--- src/rtl/hazard_unit.sv ---
// hazard_unit: forwarding, stall/flush control and drain/memory-wait sequencing; HAZARD_PERF_CNT_EN adds perf counters
module hazard_unit #(
    parameter int REG_WIDTH    = 5,
    parameter int DRAIN_CYCLES = 3,
    parameter int CNT_WIDTH    = 32
) (
    input  logic                 clk,
    input  logic                 rst,
    input  logic [REG_WIDTH-1:0] rs1_d,
    input  logic [REG_WIDTH-1:0] rs2_d,
    input  logic [REG_WIDTH-1:0] rs1_e,
    input  logic [REG_WIDTH-1:0] rs2_e,
    input  logic [REG_WIDTH-1:0] rd_e,
    input  logic [REG_WIDTH-1:0] rd_m,
    input  logic [REG_WIDTH-1:0] rd_w,
    input  logic                 reg_write_m,
    input  logic                 reg_write_w,
    input  logic [1:0]           result_src_e,
    input  logic                 pc_src_e,
    input  logic                 drain_d,
    input  logic                 mem_busy,
    output logic [1:0]           forward_a,
    output logic [1:0]           forward_b,
    output logic                 stall_f,
    output logic                 stall_d,
    output logic                 stall_e,
    output logic                 stall_m,
    output logic                 flush_d,
    output logic                 flush_e,
    output logic                 flush_w,
    output logic                 drain_done,
    output logic [CNT_WIDTH-1:0] stall_cycles,
    output logic [CNT_WIDTH-1:0] flush_events
);
    localparam int CW = DRAIN_CYCLES > 1 ? $clog2(DRAIN_CYCLES) : 1;

    typedef enum logic [1:0] {RUN, DRAIN, MEM_WAIT} state_t;

    state_t        r_state, r_resume, w_next, w_mode, w_resume_next;
    logic [CW-1:0] r_cnt, w_cnt_next;
    logic          w_load_use;

    assign forward_a = (rs1_e != '0 && rs1_e == rd_m && reg_write_m) ? 2'b10 :
                       (rs1_e != '0 && rs1_e == rd_w && reg_write_w) ? 2'b01 : 2'b00;
    assign forward_b = (rs2_e != '0 && rs2_e == rd_m && reg_write_m) ? 2'b10 :
                       (rs2_e != '0 && rs2_e == rd_w && reg_write_w) ? 2'b01 : 2'b00;

    assign w_load_use = result_src_e == 2'b01 && rd_e != '0 && (rd_e == rs1_d || rd_e == rs2_d);
    // leaving a memory wait behaves exactly like the state it interrupted
    assign w_mode     = (r_state == MEM_WAIT) ? r_resume : r_state;

    // state, resume point and drain countdown
    always_ff @(posedge clk) begin
        if (rst) begin
            r_state  <= RUN;
            r_resume <= RUN;
            r_cnt    <= '0;
        end else begin
            r_state  <= w_next;
            r_resume <= w_resume_next;
            r_cnt    <= w_cnt_next;
        end
    end

    // next state and stall/flush controls; all quiet while in reset
    always_comb begin
        stall_f       = 1'b0;
        stall_d       = 1'b0;
        stall_e       = 1'b0;
        stall_m       = 1'b0;
        flush_d       = 1'b0;
        flush_e       = 1'b0;
        flush_w       = 1'b0;
        drain_done    = 1'b0;
        w_next        = w_mode;
        w_resume_next = r_resume;
        w_cnt_next    = r_cnt;
        if (!rst) begin
            if (mem_busy) begin
                {stall_f, stall_d, stall_e, stall_m, flush_w} = '1;
                w_next        = MEM_WAIT;
                w_resume_next = w_mode;
            end else if (w_mode == RUN) begin
                if (pc_src_e) begin
                    {flush_d, flush_e} = '1;
                end else if (w_load_use || drain_d) begin
                    {stall_f, stall_d, flush_e} = '1;
                    if (!w_load_use) begin
                        w_cnt_next = CW'(DRAIN_CYCLES - 1);
                        w_next     = DRAIN;
                    end
                end
            end else if (pc_src_e) begin
                {flush_d, flush_e} = '1;
                w_next = RUN;
            end else begin
                {stall_f, stall_d, flush_e} = '1;
                w_cnt_next = (r_cnt == '0) ? r_cnt : r_cnt - CW'(1);
                drain_done = r_cnt == '0;
                w_next     = (r_cnt == '0) ? RUN : DRAIN;
            end
        end
    end

`ifdef HAZARD_PERF_CNT_EN
    logic [CNT_WIDTH-1:0] r_stall_cycles, r_flush_events;

    // flush_d is raised only by a redirect, so it marks redirect flush events
    always_ff @(posedge clk) begin
        if (rst) begin
            r_stall_cycles <= '0;
            r_flush_events <= '0;
        end else begin
            if (stall_d) r_stall_cycles <= r_stall_cycles + CNT_WIDTH'(1);
            if (flush_d) r_flush_events <= r_flush_events + CNT_WIDTH'(1);
        end
    end

    assign stall_cycles = r_stall_cycles;
    assign flush_events = r_flush_events;
`else
    assign stall_cycles = '0;
    assign flush_events = '0;
`endif
endmodule

--- config.mk ---
export PLATFORM = sky130hd
export DESIGN_NAME = hazard_unit
export DESIGN_NICKNAME = d
export VERILOG_FILES = /design/src/rtl/hazard_unit.sv
export SDC_FILE = /design/constraint.sdc
export NUM_CORES = 1
export LEC_CHECK = 0
export CORE_MARGIN = 2
export CORE_UTILIZATION = 31
export DETAILED_ROUTE_END_ITERATION = 8
export GPL_ROUTABILITY_DRIVEN = 0
export GPL_TIMING_DRIVEN = 0
export PLACE_DENSITY = 0.91
export SYNTH_ARGS = -nofsm -noshare
export SYNTH_HDL_FRONTEND = slang
export SYNTH_SLANG_ARGS = --single-unit
--- constraint.sdc ---
create_clock -name clk -period 1.8 [get_ports clk]
set_input_delay 0.36 -clock clk [delete_from_list [all_inputs] [get_ports clk]]
set_output_delay 0.36 -clock clk [all_outputs]
set_load 0.02 [all_outputs]
==> metrics.log <==
[metrics] router iterations before antenna repair: 6
[metrics] antenna cells: 0
[metrics] via count: between 1000 and 1500
[metrics] violations in the final reports: negative setup slack
[metrics] CP cell instances: buf_8 -> or4_4 -> nor2_4 -> nor3b_4 -> nand2_2 -> a221oi_4 -> buf_4 -> buf_6
[metrics] detailed placer's ending HPWL: 2.91 mm
[metrics] Fin Clk Skew: 5.62 ps
[metrics] Sinks on Clock Net: 6
[metrics] buffers plus inverters on the worst setup path: 3
[metrics] cell area after synthesis: 0.00128 mm²
[metrics] post-DR vias/cell: 3.88
[metrics] sort of element at the end of the critical path: primary output
[metrics] top cell type's share of synthesized area: 39.3%
[metrics] Critical Path Sink: stall_f
[metrics] Max-Cap Viols: 0
[metrics] clock latency reported for the late side of the worst-skew pair: 230 ps
[metrics] portion of the clock cycle consumed by the worst path in the final layout: 111%
[metrics] Post-route DRC: 0
[metrics] Crit-path slowest cell: sky130_fd_sc_hd__or4_4
[metrics] endpoints failing hold: 0
[metrics] Yosys Warn Count: 0
[metrics] Sequential Area: between 100 and 150 µm²
[metrics] hold buffer count at CTS: 0
[metrics] count of flip-flops with a built-in enable after synthesis: 0
[metrics] routed length per placed instance: 10.3 µm
[metrics] cell at the root of the clock tree: sky130_fd_sc_hd__clkbuf_8
[metrics] logic depth of the worst register-to-register path: 6
[metrics] achievable clock frequency: approximately 500 MHz
[metrics] fillcell total: 344
[metrics] largest cells by area after synthesis: sky130_fd_sc_hd__buf_4 (39%), sky130_fd_sc_hd__xnor2_1 (20%), sky130_fd_sc_hd__dfxtp_1 (9.4%), sky130_fd_sc_hd__nor2_1 (2.3%), sky130_fd_sc_hd__nand4_1 (2.0%)
[metrics] library cell occupying the most area in the post-synthesis netlist: sky130_fd_sc_hd__buf_4
[metrics] total global routing overflow: 0
[metrics] Die Area: 0.00466 mm²
[metrics] setup repair after global routing missed its margin: true
[metrics] count of pins over their slew limit: 0
[metrics] start-to-end type of the worst setup path: in2out
[metrics] Max clock buf depth: 2
[metrics] delay of the slowest cell on the worst path: 540 ps
[metrics] most instantiated library cell after synthesis: sky130_fd_sc_hd__buf_4
[metrics] overall power: around 0.90 mW
[metrics] Largest delay share family, worst path: simple AND/OR/NAND/NOR gates
[metrics] number of violations reported at the end of detailed-routing iteration 0: 36
[metrics] y dimension of the die: 68.3 µm
[metrics] Worst Path Required: about 1400 ps
[metrics] post-layout instance count excluding filler cells: 348
[metrics] critical path fanouts, max: 3
[metrics] area taken by multi-input logic gates: ~0.0011 mm²
[metrics] number of antenna violations at the first check in global routing: 0
[metrics] setup slack after layout: -193 ps
[metrics] arrival time at the worst endpoint: roughly 1600 ps
[metrics] critical path launch point: rd_e[2]
[metrics] power density over the cells: 383 mW/mm²
[metrics] gate count after technology mapping: 170
[metrics] fraction of layout cells with a size suffix above 1: 46.6%
[metrics] startpoint class of the critical path: input port
[metrics] Worst-path clk slew: 40 ps
[metrics] post-route antenna net violation count: 0
[metrics] horizontal die dimension: 68.3 µm
[metrics] IO Port Bufs: 54
[metrics] largest net degree at the start of global routing: 11
[metrics] worst min-delay path startpoint: r_resume[0]$_SDFFE_PP0P_
[metrics] VDD IR max: approximately 350 µV
[metrics] post-synthesis area per instance: 7.54 µm²
[metrics] wirelength, routed: 3.59 mm
[metrics] Reg-to-Reg Start: r_cnt[0]$_SDFFE_PP0P_
[metrics] Commonest cells post-synth: sky130_fd_sc_hd__buf_4 (67), sky130_fd_sc_hd__xnor2_1 (29), sky130_fd_sc_hd__nor2_1 (8)
[metrics] via count of the first global-routing pass: 1216
[metrics] status: finished with violations
[metrics] Top FF cell, synth: sky130_fd_sc_hd__dfxtp_1
[metrics] leakage: 1.21 nW
[metrics] placeable core region: 0.00400 mm²
[metrics] row cnt: 23
[metrics] Num CTS Buffers: 3
[metrics] slack of the worst reg-to-reg path: 230 ps
[metrics] clock tree from TritonCTS: done
[metrics] sequential-to-total area share from yosys stat: under 10%
[metrics] Synth Register Bits: 6
[metrics] final critical path time including I/O delays and setup: 1990 ps
[metrics] count of cell types in the netlist: 36
[metrics] Tot GR Track Use: 14.0%
[metrics] Post-synth ARST share: 0%
[metrics] Final Util: 58.6%
[metrics] htree depth: 1
[metrics] Setup Viol. Count Final: 5
[metrics] wire length of the first global-routing pass: 5.06 mm
[metrics] Nets: 345
[metrics] Area growth syn-to-layout: 82.8%
[metrics] Hold/Removal Path Class: reg2reg
[metrics] # IOs: 120
[metrics] final setup TNS: -725 ps
[metrics] count of cell instances traversed by the critical path: 8
[metrics] critical register-to-register path endpoint: r_cnt[1]$_SDFFE_PP0P_
[metrics] Inst Count DP: about 340
[metrics] smallest hold slack: 528 ps
[metrics] Initial Utilization: around a third
## metal layers
| layer | track usage (%) | share of wire, % | vias to the layer above |
|---|---|---|---|
| met3 | 3.13 | 13 | 2 |
| met2 | 29.0 | 54 | 84 |
| met5 | 0 | 0 | - |
| li1 | - | - | 690 |
| met1 | 13.9 | 33 | 573 |
| met4 | 3.00 | 0.47 | 0 |
## cells by family (layout without fill, tap and decap cells)
logic type,count (synthesis),in the layout,synth area share (%)
other,1,64,0.293
adders and majority gates,1,1,0.976
buffers and inverters,73,138,41.1
xor gates and xnor gates,31,31,21.2
DFF,6,6,9.38
AOI/OAI and AO/OA,15,15,8.79
and+or+nand+nor,43,43,18.3
## worst min path at each step
| stage | endpoint | slack (ps) | cells past startpoint |
|---|---|---|---|
| CTS | r_resume[1]$_SDFFE_PP0P_ | 540 | 2 |
| global route | r_resume[1]$_SDFFE_PP0P_ | 540 | 2 |
| finish | r_resume[0]$_SDFFE_PP0P_ | 530 | 2 |
| global placement | r_resume[1]$_SDFFE_PP0P_ | 460 | 2 |
| detailed placement | r_resume[1]$_SDFFE_PP0P_ | 490 | 2 |
| floorplan | r_resume[1]$_SDFFE_PP0P_ | 450 | 2 |
## layout make-up
cell class	count	share of cell area, %
sequential	6	5.13
timing repair buffer	62	22.1
inverter	4	0.641
multi-input combinational	154	45.5
tap	50	2.67
buffer	69	22.3
clock buffer	3	1.76
## report_power, final
part | leakage (nW) | switching [mW] | internal (mW) | total [mW]
clock | 0.0216 | 0.0653 | 0.144 | 0.210
sequential | 0.0489 | 0.00296 | 0.139 | 0.142
combinational | 1.14 | 0.281 | 0.265 | 0.546
total | 1.21 | 0.349 | 0.548 | 0.897
## registers in the layout (all words and copies together), names as in the netlist
signal,count
r_cnt,2
r_resume,2
r_state,2
## timing repair
item                                    in CTS  in global routing
endpoints found under the setup margin      12                  8
pin swaps                                   28                 26
buffers inserted                             6                  2
gates resized for setup                    155                 34
## worst reg2reg max path, delay by kind of cell (launching register included)
kind,cells,cell delay [ps]
AOI/OAI and AO/OA,3,520
DFF,1,350
and+or+nand+nor,1,290
adders and majority gates,1,270
buffers and inverters,1,50
## stage by stage
step,instance area [µm²],worst slack (ps)
after floorplan,1610,-95.5
after global placement,2210,-1160
after detailed placement,2210,-1200
after CTS,2280,-208
after global routing,2340,-223
final,2340,-193
## layout by cell type, fill, tap and decap left out, types with 4 or more instances in the layout
| cell type | n |
|---|---|
| sky130_fd_sc_hd__buf_2 | 10 |
| sky130_fd_sc_hd__buf_4 | 82 |
| sky130_fd_sc_hd__buf_6 | 5 |
| sky130_fd_sc_hd__clkbuf_2 | 7 |
| sky130_fd_sc_hd__clkbuf_8 | 4 |
| sky130_fd_sc_hd__clkdlybuf4s50_1 | 7 |
| sky130_fd_sc_hd__conb_1 | 64 |
| sky130_fd_sc_hd__dfxtp_1 | 6 |
| sky130_fd_sc_hd__dlygate4sd2_1 | 10 |
| sky130_fd_sc_hd__inv_1 | 4 |
| sky130_fd_sc_hd__nand2_1 | 5 |
| sky130_fd_sc_hd__nand4_1 | 4 |
| sky130_fd_sc_hd__nor2_1 | 6 |
| sky130_fd_sc_hd__xnor2_1 | 24 |
| sky130_fd_sc_hd__xnor2_2 | 5 |
(Power assumes the default switching activity.)
